--- config.mk ---
export PLATFORM = sky130hd
export DESIGN_NAME = digital_in_report_flat
export DESIGN_NICKNAME = d
export VERILOG_FILES = /design/src/rtl/digital_in_report_if.sv /design/src/rtl/digital_in_report.sv /design/src/flat_wrapper.sv
export SDC_FILE = /design/constraint.sdc
export NUM_CORES = 2
export LEC_CHECK = 0
export BUFFER_PORTS_ARGS = -buffer_cell sky130_fd_sc_hd__buf_2
export CAP_MARGIN = 20
export CORE_MARGIN = 3
export CORE_UTILIZATION = 65
export CTS_CLUSTER_DIAMETER = 40
export DETAILED_ROUTE_END_ITERATION = 8
export PLACE_DENSITY = 0.82
export SYNTH_ARGS = -nofsm -noshare
export SYNTH_HDL_FRONTEND = slang
export SYNTH_SLANG_ARGS = --single-unit
--- constraint.sdc ---
create_clock -name clk -period 8.2 [get_ports clk]
set_input_delay 0.82 -clock clk [delete_from_list [all_inputs] [get_ports clk]]
set_output_delay 0.82 -clock clk [all_outputs]
set_load 0.05 [all_outputs]
--- src/rtl/digital_in_report_if.sv ---
// Command/param-bus/involuntary-request bundle shared by peripheral blocks.
// slave = peripheral side, master = dispatcher/arbiter side.
interface digital_in_report_if #(
  parameter int CMD_BITS = 8
) ();
  logic [31:0]         arg_data;
  logic                arg_advance;
  logic [CMD_BITS-1:0] cmd;
  logic                cmd_ready;
  logic                cmd_done;
  logic [31:0]         param_data;
  logic                param_write;
  logic                invol_req;
  logic                invol_grant;

  modport slave (
    input  arg_data, cmd, cmd_ready, invol_grant,
    output arg_advance, cmd_done, param_data, param_write, invol_req
  );
  modport master (
    output arg_data, cmd, cmd_ready, invol_grant,
    input  arg_advance, cmd_done, param_data, param_write, invol_req
  );
endinterface

--- src/rtl/digital_in_report.sv ---
// Digital input block: host reads, systime-scheduled sampling, unsolicited change reports.
// Optional input debounce enabled by defining DIGITAL_IN_DEBOUNCE_EN.
module digital_in_report #(
  parameter int                NGPI                  = 8,
  parameter int                CMD_BITS              = 8,
  parameter logic [CMD_BITS-1:0] CMD_CONFIG_DIGITAL_IN = 5,
  parameter logic [CMD_BITS-1:0] CMD_QUERY_DIGITAL_IN  = 6,
  parameter logic [CMD_BITS-1:0] CMD_READ_DIGITAL_IN   = 7,
  parameter int                DEBOUNCE_CYCLES       = 16,
  localparam int               CH_BITS               = $clog2(NGPI)
) (
  input  logic                clk,
  input  logic                rst_n,
  input  logic [31:0]         systime,
  input  logic [NGPI-1:0]     gpi,
  input  logic                shutdown,
  digital_in_report_if.slave  bus
);
  typedef enum logic [3:0] {
    IDLE, CFG_1, QRY_1, QRY_2, RD_1, RD_2, RD_3, REP_1, REP_2, REP_3
  } state_e;

  if (NGPI < 2 || DEBOUNCE_CYCLES < 1) begin : g_param_check
    $error("digital_in_report: NGPI must be >= 2 and DEBOUNCE_CYCLES >= 1");
  end

  state_e state_q, state_d;
  logic [CH_BITS-1:0] ch_q, ch_d, sel_q, sel_d, low;
  logic ok_q, ok_d, rep_val_q, rep_val_d, resamp_q, resamp_d;
  logic [31:0] rep_time_q, rep_time_d, rd_time_q, rd_time_d;
  logic cmd_done_q, cmd_done_d, pw_q, pw_d;
  logic [31:0] pdata_q, pdata_d;
  logic [NGPI-1:0] sync1_q, sync2_q, in_val, eff, hit;
  logic [NGPI-1:0] en_q, en_d, pend_q, pend_d, inv_q, inv_d;
  logic [NGPI-1:0] sv_q, sv_d, lrv_q, lrv_d, lrval_q, lrval_d;
  logic [NGPI-1:0][31:0] nt_q, nt_d, rest_q, rest_d, st_q, st_d;

  always_ff @(posedge clk or negedge rst_n) begin
    if (!rst_n) begin
      sync1_q <= '0;
      sync2_q <= '0;
    end else begin
      sync1_q <= gpi;
      sync2_q <= sync1_q;
    end
  end

`ifdef DIGITAL_IN_DEBOUNCE_EN
  localparam int DB_W = $clog2(DEBOUNCE_CYCLES + 1);
  logic [NGPI-1:0][DB_W-1:0] cnt_q, cnt_d;
  logic [NGPI-1:0] db_q, db_d;

  // Counter runs only while the synchronized input disagrees with the debounced value.
  always_comb begin
    cnt_d = cnt_q;
    db_d  = db_q;
    for (int i = 0; i < NGPI; i++) begin
      if (sync2_q[i] == db_q[i]) begin
        cnt_d[i] = '0;
      end else if (cnt_q[i] == DB_W'(DEBOUNCE_CYCLES - 1)) begin
        db_d[i]  = sync2_q[i];
        cnt_d[i] = '0;
      end else begin
        cnt_d[i] = cnt_q[i] + 1'b1;
      end
    end
  end

  always_ff @(posedge clk or negedge rst_n) begin
    if (!rst_n) begin
      cnt_q <= '0;
      db_q  <= '0;
    end else begin
      cnt_q <= cnt_d;
      db_q  <= db_d;
    end
  end

  assign in_val = db_q;
`else
  assign in_val = sync2_q;
`endif

  assign eff = in_val ^ inv_q;
  assign bus.arg_advance = 1'b1;
  assign bus.cmd_done    = cmd_done_q;
  assign bus.param_write = pw_q;
  assign bus.param_data  = pdata_q;
  assign bus.invol_req   = (state_q == IDLE) && (|pend_q) && !shutdown;

  always_comb begin
    low = '0;
    for (int i = NGPI - 1; i >= 0; i--) begin
      if (pend_q[i]) low = CH_BITS'(i);
    end
    for (int i = 0; i < NGPI; i++) hit[i] = en_q[i] && (systime == nt_q[i]);
  end

  always_comb begin
    state_d = state_q;   ch_d = ch_q;       ok_d = ok_q;
    sel_d = sel_q;       rep_val_d = rep_val_q;
    rep_time_d = rep_time_q;  resamp_d = resamp_q;  rd_time_d = rd_time_q;
    cmd_done_d = 1'b0;   pw_d = 1'b0;       pdata_d = pdata_q;
    en_d = en_q;  pend_d = pend_q;  inv_d = inv_q;  sv_d = sv_q;
    lrv_d = lrv_q;  lrval_d = lrval_q;  nt_d = nt_q;  rest_d = rest_q;  st_d = st_q;

    // Scheduled sampling first so that command writes below take precedence.
    for (int i = 0; i < NGPI; i++) begin
      if (hit[i]) begin
        sv_d[i] = eff[i];
        st_d[i] = systime;
        nt_d[i] = nt_q[i] + rest_q[i];
        if (rest_q[i] == '0) en_d[i] = 1'b0;
        if (!lrv_q[i] || (eff[i] != lrval_q[i])) pend_d[i] = 1'b1;
      end
    end

    case (state_q)
      IDLE: begin
        if (bus.invol_req && bus.invol_grant) begin
          // Snapshot the report so later samples cannot tear it.
          sel_d      = low;
          rep_val_d  = sv_q[low];
          rep_time_d = st_q[low];
          resamp_d   = hit[low];
          state_d    = REP_1;
        end else if (bus.cmd_ready) begin
          ch_d = bus.arg_data[CH_BITS-1:0];
          ok_d = bus.arg_data < 32'(NGPI);
          if (bus.cmd == CMD_CONFIG_DIGITAL_IN)     state_d = CFG_1;
          else if (bus.cmd == CMD_QUERY_DIGITAL_IN) state_d = QRY_1;
          else if (bus.cmd == CMD_READ_DIGITAL_IN && bus.arg_data < 32'(NGPI)) state_d = RD_1;
          else cmd_done_d = 1'b1;
        end
      end
      CFG_1: begin
        if (ok_q) begin
          inv_d[ch_q]  = bus.arg_data[0];
          en_d[ch_q]   = 1'b0;
          pend_d[ch_q] = 1'b0;
          lrv_d[ch_q]  = 1'b0;
        end
        cmd_done_d = 1'b1;
        state_d    = IDLE;
      end
      QRY_1: begin
        if (ok_q) nt_d[ch_q] = bus.arg_data;
        state_d = QRY_2;
      end
      QRY_2: begin
        if (ok_q) begin
          rest_d[ch_q] = bus.arg_data;
          en_d[ch_q]   = !shutdown;
        end
        cmd_done_d = 1'b1;
        state_d    = IDLE;
      end
      RD_1: begin
        rd_time_d = systime;
        pw_d      = 1'b1;
        pdata_d   = 32'(ch_q);
        state_d   = RD_2;
      end
      RD_2: begin
        pw_d    = 1'b1;
        pdata_d = rd_time_q;
        state_d = RD_3;
      end
      RD_3: begin
        pw_d       = 1'b1;
        pdata_d    = {31'b0, eff[ch_q]};
        cmd_done_d = 1'b1;
        state_d    = IDLE;
      end
      REP_1: begin
        pw_d    = 1'b1;
        pdata_d = 32'(sel_q);
        if (hit[sel_q]) resamp_d = 1'b1;
        state_d = REP_2;
      end
      REP_2: begin
        pw_d    = 1'b1;
        pdata_d = rep_time_q;
        if (hit[sel_q]) resamp_d = 1'b1;
        state_d = REP_3;
      end
      REP_3: begin
        pw_d           = 1'b1;
        pdata_d        = {31'b0, rep_val_q};
        pend_d[sel_q]  = resamp_q || hit[sel_q];
        lrv_d[sel_q]   = 1'b1;
        lrval_d[sel_q] = rep_val_q;
        state_d        = IDLE;
      end
      default: state_d = IDLE;
    endcase

    if (shutdown) begin
      en_d   = '0;
      pend_d = '0;
    end
  end

  always_ff @(posedge clk or negedge rst_n) begin
    if (!rst_n) begin
      state_q <= IDLE;  ch_q <= '0;  ok_q <= 1'b0;  sel_q <= '0;
      rep_val_q <= 1'b0;  rep_time_q <= '0;  resamp_q <= 1'b0;  rd_time_q <= '0;
      cmd_done_q <= 1'b0;  pw_q <= 1'b0;  pdata_q <= '0;
      en_q <= '0;  pend_q <= '0;  inv_q <= '0;  sv_q <= '0;
      lrv_q <= '0;  lrval_q <= '0;  nt_q <= '0;  rest_q <= '0;  st_q <= '0;
    end else begin
      state_q <= state_d;  ch_q <= ch_d;  ok_q <= ok_d;  sel_q <= sel_d;
      rep_val_q <= rep_val_d;  rep_time_q <= rep_time_d;  resamp_q <= resamp_d;
      rd_time_q <= rd_time_d;
      cmd_done_q <= cmd_done_d;  pw_q <= pw_d;  pdata_q <= pdata_d;
      en_q <= en_d;  pend_q <= pend_d;  inv_q <= inv_d;  sv_q <= sv_d;
      lrv_q <= lrv_d;  lrval_q <= lrval_d;  nt_q <= nt_d;  rest_q <= rest_d;  st_q <= st_d;
    end
  end
endmodule

--- src/flat_wrapper.sv ---
// flat-port wrapper written by rule: the top's interface ports become plain ports
module digital_in_report_flat 
#(
  parameter int                NGPI                  = 8,
  parameter int                CMD_BITS              = 8,
  parameter logic [CMD_BITS-1:0] CMD_CONFIG_DIGITAL_IN = 5,
  parameter logic [CMD_BITS-1:0] CMD_QUERY_DIGITAL_IN  = 6,
  parameter logic [CMD_BITS-1:0] CMD_READ_DIGITAL_IN   = 7,
  parameter int                DEBOUNCE_CYCLES       = 16,
  localparam int               CH_BITS               = $clog2(NGPI)
)
  (clk, rst_n, systime, gpi, shutdown, bus_arg_data, bus_cmd, bus_cmd_ready, bus_invol_grant, bus_arg_advance, bus_cmd_done, bus_param_data, bus_param_write, bus_invol_req);
  digital_in_report_if #(.CMD_BITS(CMD_BITS)) bus_i ();
  input  logic clk;
  input  logic rst_n;
  input  logic [31:0] systime;
  input  logic [NGPI-1:0] gpi;
  input  logic shutdown;
  input wire logic [$bits(bus_i.arg_data)-1:0] bus_arg_data;
  input wire logic [$bits(bus_i.cmd)-1:0] bus_cmd;
  input wire logic [$bits(bus_i.cmd_ready)-1:0] bus_cmd_ready;
  input wire logic [$bits(bus_i.invol_grant)-1:0] bus_invol_grant;
  output wire logic [$bits(bus_i.arg_advance)-1:0] bus_arg_advance;
  output wire logic [$bits(bus_i.cmd_done)-1:0] bus_cmd_done;
  output wire logic [$bits(bus_i.param_data)-1:0] bus_param_data;
  output wire logic [$bits(bus_i.param_write)-1:0] bus_param_write;
  output wire logic [$bits(bus_i.invol_req)-1:0] bus_invol_req;
  assign bus_i.arg_data = bus_arg_data;
  assign bus_i.cmd = bus_cmd;
  assign bus_i.cmd_ready = bus_cmd_ready;
  assign bus_i.invol_grant = bus_invol_grant;
  assign bus_arg_advance = bus_i.arg_advance;
  assign bus_cmd_done = bus_i.cmd_done;
  assign bus_param_data = bus_i.param_data;
  assign bus_param_write = bus_i.param_write;
  assign bus_invol_req = bus_i.invol_req;
  digital_in_report #(.NGPI(NGPI), .CMD_BITS(CMD_BITS), .CMD_CONFIG_DIGITAL_IN(CMD_CONFIG_DIGITAL_IN), .CMD_QUERY_DIGITAL_IN(CMD_QUERY_DIGITAL_IN), .CMD_READ_DIGITAL_IN(CMD_READ_DIGITAL_IN), .DEBOUNCE_CYCLES(DEBOUNCE_CYCLES)) u_core (.clk(clk), .rst_n(rst_n), .systime(systime), .gpi(gpi), .shutdown(shutdown), .bus(bus_i));
endmodule
Word-level counts from Yosys, hierarchy flattened
Cells that the tools add are included.
Word-level totals
  register bits: 943
  bits of input ports: 85
  output and inout port bits: 36
  logic and storage cells: 257
Cells by class
  add/sub/neg operators: 8
  order comparisons: 6
  eq/ne operators: 33
  mux-type cells: 98
  bitwise logic cells: 7
  reduce and logical (&&, ||, !) cells: 55
Operators with widths (count)
  bitwise mux 256 bit: 2
  2-to-1 mux 256 bit: 2
  2-to-1 mux 32 bit: 10
  adder 32 bit: 8
  == test 32 bit: 8
  logical NOT 32 bit: 8
  one-hot mux 32 bit (6 select lines): 1
  binary-select mux 32 bit (select 3 bit): 1
  demux 32 bit (select 3 bit): 1
  2-to-1 mux 8 bit: 6
  one-hot mux 8 bit (2 select lines): 3
  2-to-1 mux 1 bit: 46
  bitwise mux 8 bit: 4
  less-than comparator 32 x 4 -> 1 bit (second input constant): 1
  AND 8 bit: 3
  == test 8 x 3 -> 1 bit (second input constant): 3
  2-to-1 mux 3 bit: 8
  one-hot mux 4 bit (6 select lines): 1
  2-to-1 mux 4 bit: 5
  == test 4 x 3 -> 1 bit (second input constant): 4
  logical AND 1 bit: 14
  binary-select mux 1 bit (select 3 bit): 4
  less-than comparator 3 x 4 -> 1 bit (second input constant): 3
  AND reduction 2 bit: 5
  other kinds (25): 56

Logic depth before layout (Yosys ltp)
  depth after elaboration: 12
  gate-level depth with buffers: 14
  mapped depth without buffers: 13

Least setup slack after synthesis
OpenSTA, ideal clock, no wires.
  path type: input to register
  start point: input port systime[27]
  end point: register u_core.pend_q[5]
  setup time: 0.078 ns
  data arrival time: 3.789 ns
  data required time: 8.122 ns
  slack: 4.334 ns
  stages: 14
  path buffers: 3
  cell sequence: buf_2 -> xnor2_2 -> nand4_1 -> nor4_1 -> nand4_1 -> or4_1 -> buf_2 -> mux4_2 -> mux2i_1 -> nor2_1 -> or3_1 -> clkbuf_1 -> or3_1 -> a21oi_1
Between the ends
  longest elaborated chain between the ends: 8
  elaborated cells between the ends (all ways): 25
  classes of those cells: eq/ne (8); mux (7); bitwise (1); reduce/logical (9)
RTL lines
  from (decl): RTL line flat_wrapper.sv:16  | input logic [31:0] systime;
  == test 32 bit: RTL line digital_in_report.sv:96  | for (int i = 0; i < NGPI; i++) hit[i] = en_q[i] && (systime == nt_q[i]);
  logical AND 1 bit: RTL line digital_in_report.sv:96
  binary-select mux 1 bit (select 3 bit): RTL line digital_in_report.sv:190  | pend_d[sel_q] = resamp_q || hit[sel_q];
  2-to-1 mux 1 bit (not written as such): RTL line digital_in_report.sv:190
  logical OR 1 bit: RTL line digital_in_report.sv:190
  bitwise mux 8 bit: RTL line digital_in_report.sv:190
  one-hot mux 8 bit (2 select lines) *: RTL line digital_in_report.sv:118  | case (state_q)
  2-to-1 mux 8 bit *: RTL line digital_in_report.sv:198  | if (shutdown) begin
  named net u_core.pend_d[5]: RTL line digital_in_report.sv:34  | logic [NGPI-1:0] en_q, en_d, pend_q, pend_d, inv_q, inv_d;
  to (signal assigned): RTL line digital_in_report.sv:216  | en_q <= en_d; pend_q <= pend_d; inv_q <= inv_d; sv_q <= sv_d;
  to (decl): RTL line digital_in_report.sv:34
The timed path passes the listed nets; every way through them passes the cells marked *. The select of a mux whose other input is x is not followed.
A chain may end at the register's enable or synchronous reset.

Worst setup path after layout
  start point: input port systime[23]
  end point: register u_core.pend_q[5]
The elaborated chain is that of the path after synthesis.

==> out/metrics.cfg <==
[outcome]
status=complete, no violations

[sta]
fin_crit_ns=5.02
fin_crit_sh_pct=61.2
fin_tns_setup_ns=0
hold_viol=0
drv_slew=0
setup-violations-final=0
timing.fmax_mhz=199
worstMarginPinSlew_ns=1.12
slew_headroom_pct=24.6
final.setup_skew_ns=0.0441
rsz0062_at_grt=false

[detailed_routing]
dr.first_iter.drc_count=5772
post-route-drc-count=0
firstDrtPassIters=8
routed_wl_um=187000
wire_per_inst_um=27.5
vias_per_cell=6.87
ant_nets=0
dr_total_vias=46696

[layout]
area_growth_pct=12.0
multi_input_area_sq_um=30600
fin_nets=5879
postLayoutCoreUtil_pct=74.0
drive_gt1_share_pct=19.6
fillers=5676
seq_area_sq_um=23600

[global_route]
grt_overflow=0
grt_first_pass_wirelength_um=280000
antenna_found_initial=19
grt_max_degree=166
grt_pass1_vias=45846
track_usage_pct=41.5

[cts]
cts_buffers=142
cts_tree=done
holdBufCountCts=0
post_cts_buffers=0
root_buffer=clkbuf_16
clock_path_buffers=3
cts.sinks=943
htreeDepth=4
clkLatencyLatePin_ns=0.77
ctsResizeCount=0
clkSlewWorstSetupHoldPaths_ns=0.06

[logic_synthesis]
syn_area_per_cell_sq_um=10.1
ys_ff_latch=943
synth.largest_area_cell=dfrtp_1
ys.flop_type=dfrtp_1
synth_top_area_share_pct=42.4
synth_area_sq_um=55700
ys_seq_area_share_pct=42.4
yosys-top-cells-count=dfrtp_1 (943), mux2_2 (543), nand2_1 (501)
synth.most_common_cell=dfrtp_1
yosysWarnings=0
syn_inst=5515
synth_area_leaders=dfrtp_1 (42%), mux2_2 (11%), ha_1 (5.6%)
async_reset_ff_share_pct=100
synth_enable_flop_cells=0
synth_nets=5856
ys_types=82

[floorplanning]
ios=121
row_count=106
start_util_pct=66.1
die-area_sq_um=89200
die_x_um=299
die_h_um=299
coreArea_sq_um=84200

[worst_setup_path]
crit_fanout=53
path_class=primary input to flop
cp.required_ns=8.89
worst_path_largest_cell_delay_ns=0.68
critPathArrivalTime_ns=5.71
start_kind=primary input
cp_slowest_cell=nor4_1
critical_path.endpoint_type=flop
crit_chain=buf_2 -> xor2_1 -> nor4_1 -> nand3_1 -> nor4_1 -> nand2_4 -> mux4_2 -> mux2i_1 -> nor2_1 -> or3_1 -> or3_1 -> a21oi_1

[power]
vdd_ir_drop_max_mv=0.210
p_leak_nw=30.4
powerDensity_nw_per_um2=193

[run]
drv_cap=0

[worst_hold_path]
hold_class=primary input to async pin

[placement]
place.port_buffers=119
hpwl_um=120000
gp_congestion=0.997

==> layout make-up <==
cell class	instances	area share, %
clock buffer	166	6.12
clock inverter	95	1.94
antenna	12	0.0482
tap	1134	2.28
inverter	95	0.572
timing repair buffer	200	2.09
multi-input combinational	4156	49.1
sequential	943	37.9
==> kinds of logic (layout without fill, tap and decap cells) <==
group           count (synthesis)  in the layout  share of synthesized area, %
simple gates                 1473           1473                          12.4
mux                           708            708                          15.5
fa+ha+maj                     256            256                          5.86
other cells                     1             13                       0.00674
compound gates               1265           1265                          13.7
buf+inv                       416            556                          2.89
flops                         943            943                          42.4
xor+xnor                      453            453                          7.17
==> critical path: cells and delay by family <==
| kind | cells | cell delay, ns |
|---|---|---|
| multiplexers | 2 | 1.14 |
| buffers and inverters | 1 | 0.65 |
| AO/OA/AOI/OAI | 1 | 0.15 |
| AND/OR/NAND/NOR | 7 | 2.71 |
| XOR/XNOR | 1 | 0.20 |
==> cells in the final DEF (no fill, tap or decap), types with 20 or more instances in the layout <==
cell type    n
a21oi_1    426
nand2_1    499
a31oi_1     57
dfrtp_1    943
a222oi_1    31
nand4_1     77
a21o_1     110
inv_1       95
mux4_2      70
buf_4       75
o21a_1      46
nor2b_1     21
nor3_1      74
a211oi_1    37
nor4_1     139
o21ai_0    375
nand2b_1    53
nand3_1     78
nor2_1     374
or3_1       21
mux2i_1     95
and3_1      38
xnor2_1    217
xor2_1     233
mux2_2     543
inv_6       22
o31ai_1     20
ha_1       248
buf_2      118
clkbuf_16  144
o21bai_1    29
==> final timing paths <==
path | slack, ns | start | cells after the start | to
max | 3.18 | systime[23] | 12 | u_core.pend_q[5]
min | 0.06 | rst_n | 1 | u_core.inv_q[3]
max reg2reg | 3.37 | u_core.nt_q[106] | 11 | u_core.pend_q[5]
min reg2reg | 0.35 | u_core.sync1_q[4] | 0 | u_core.in_val[4]
max in group asynchronous | 6.09 | rst_n | 3 | u_core.rest_q[115]
min in group clk | 0.16 | gpi[7] | 1 | u_core.sync1_q[7]
==> per-stage QoR <==
step	std cells	hold WS (ns)	setup WS [ns]	area, sq um	power, mW
floorplan	5515	0.331	4.33	55700	5.32
global placement	6525	0.334	2.90	57200	5.71
detailed placement	6526	0.335	2.77	57200	5.74
CTS	6787	0.0614	3.39	62300	12.1
global route	6791	0.0918	3.16	62300	12.3
finish	6801	0.0606	3.18	62300	12.1
==> layer usage <==
| layer | GRT usage, % | routed length, um | vias up |
|---|---|---|---|
| met5 | 0 | 51 | - |
| met4 | 28.1 | 14600 | 8 |
| met3 | 11.4 | 22400 | 815 |
| met2 | 62.1 | 81200 | 2958 |
| met1 | 52.9 | 68600 | 22799 |
| li1 | - | - | 20116 |
==> sequential cells by signal, summed over array words and instances (netlist names), 32 cells and up <==
register and flops:
u_core.rep_time_q 32, u_core.rd_time_q 32, u_core.nt_q 256, u_core.st_q 256
u_core.rest_q 256, u_core.bus.param_data 32
==> power breakdown <==
part | leakage (nW) | switching [mW] | internal, mW
clock network | 2.43 | 2.45 | 3.92
logic | 15.1 | 0.578 | 0.221
registers | 12.9 | 0.122 | 4.77
(Power assumes the default switching activity.)
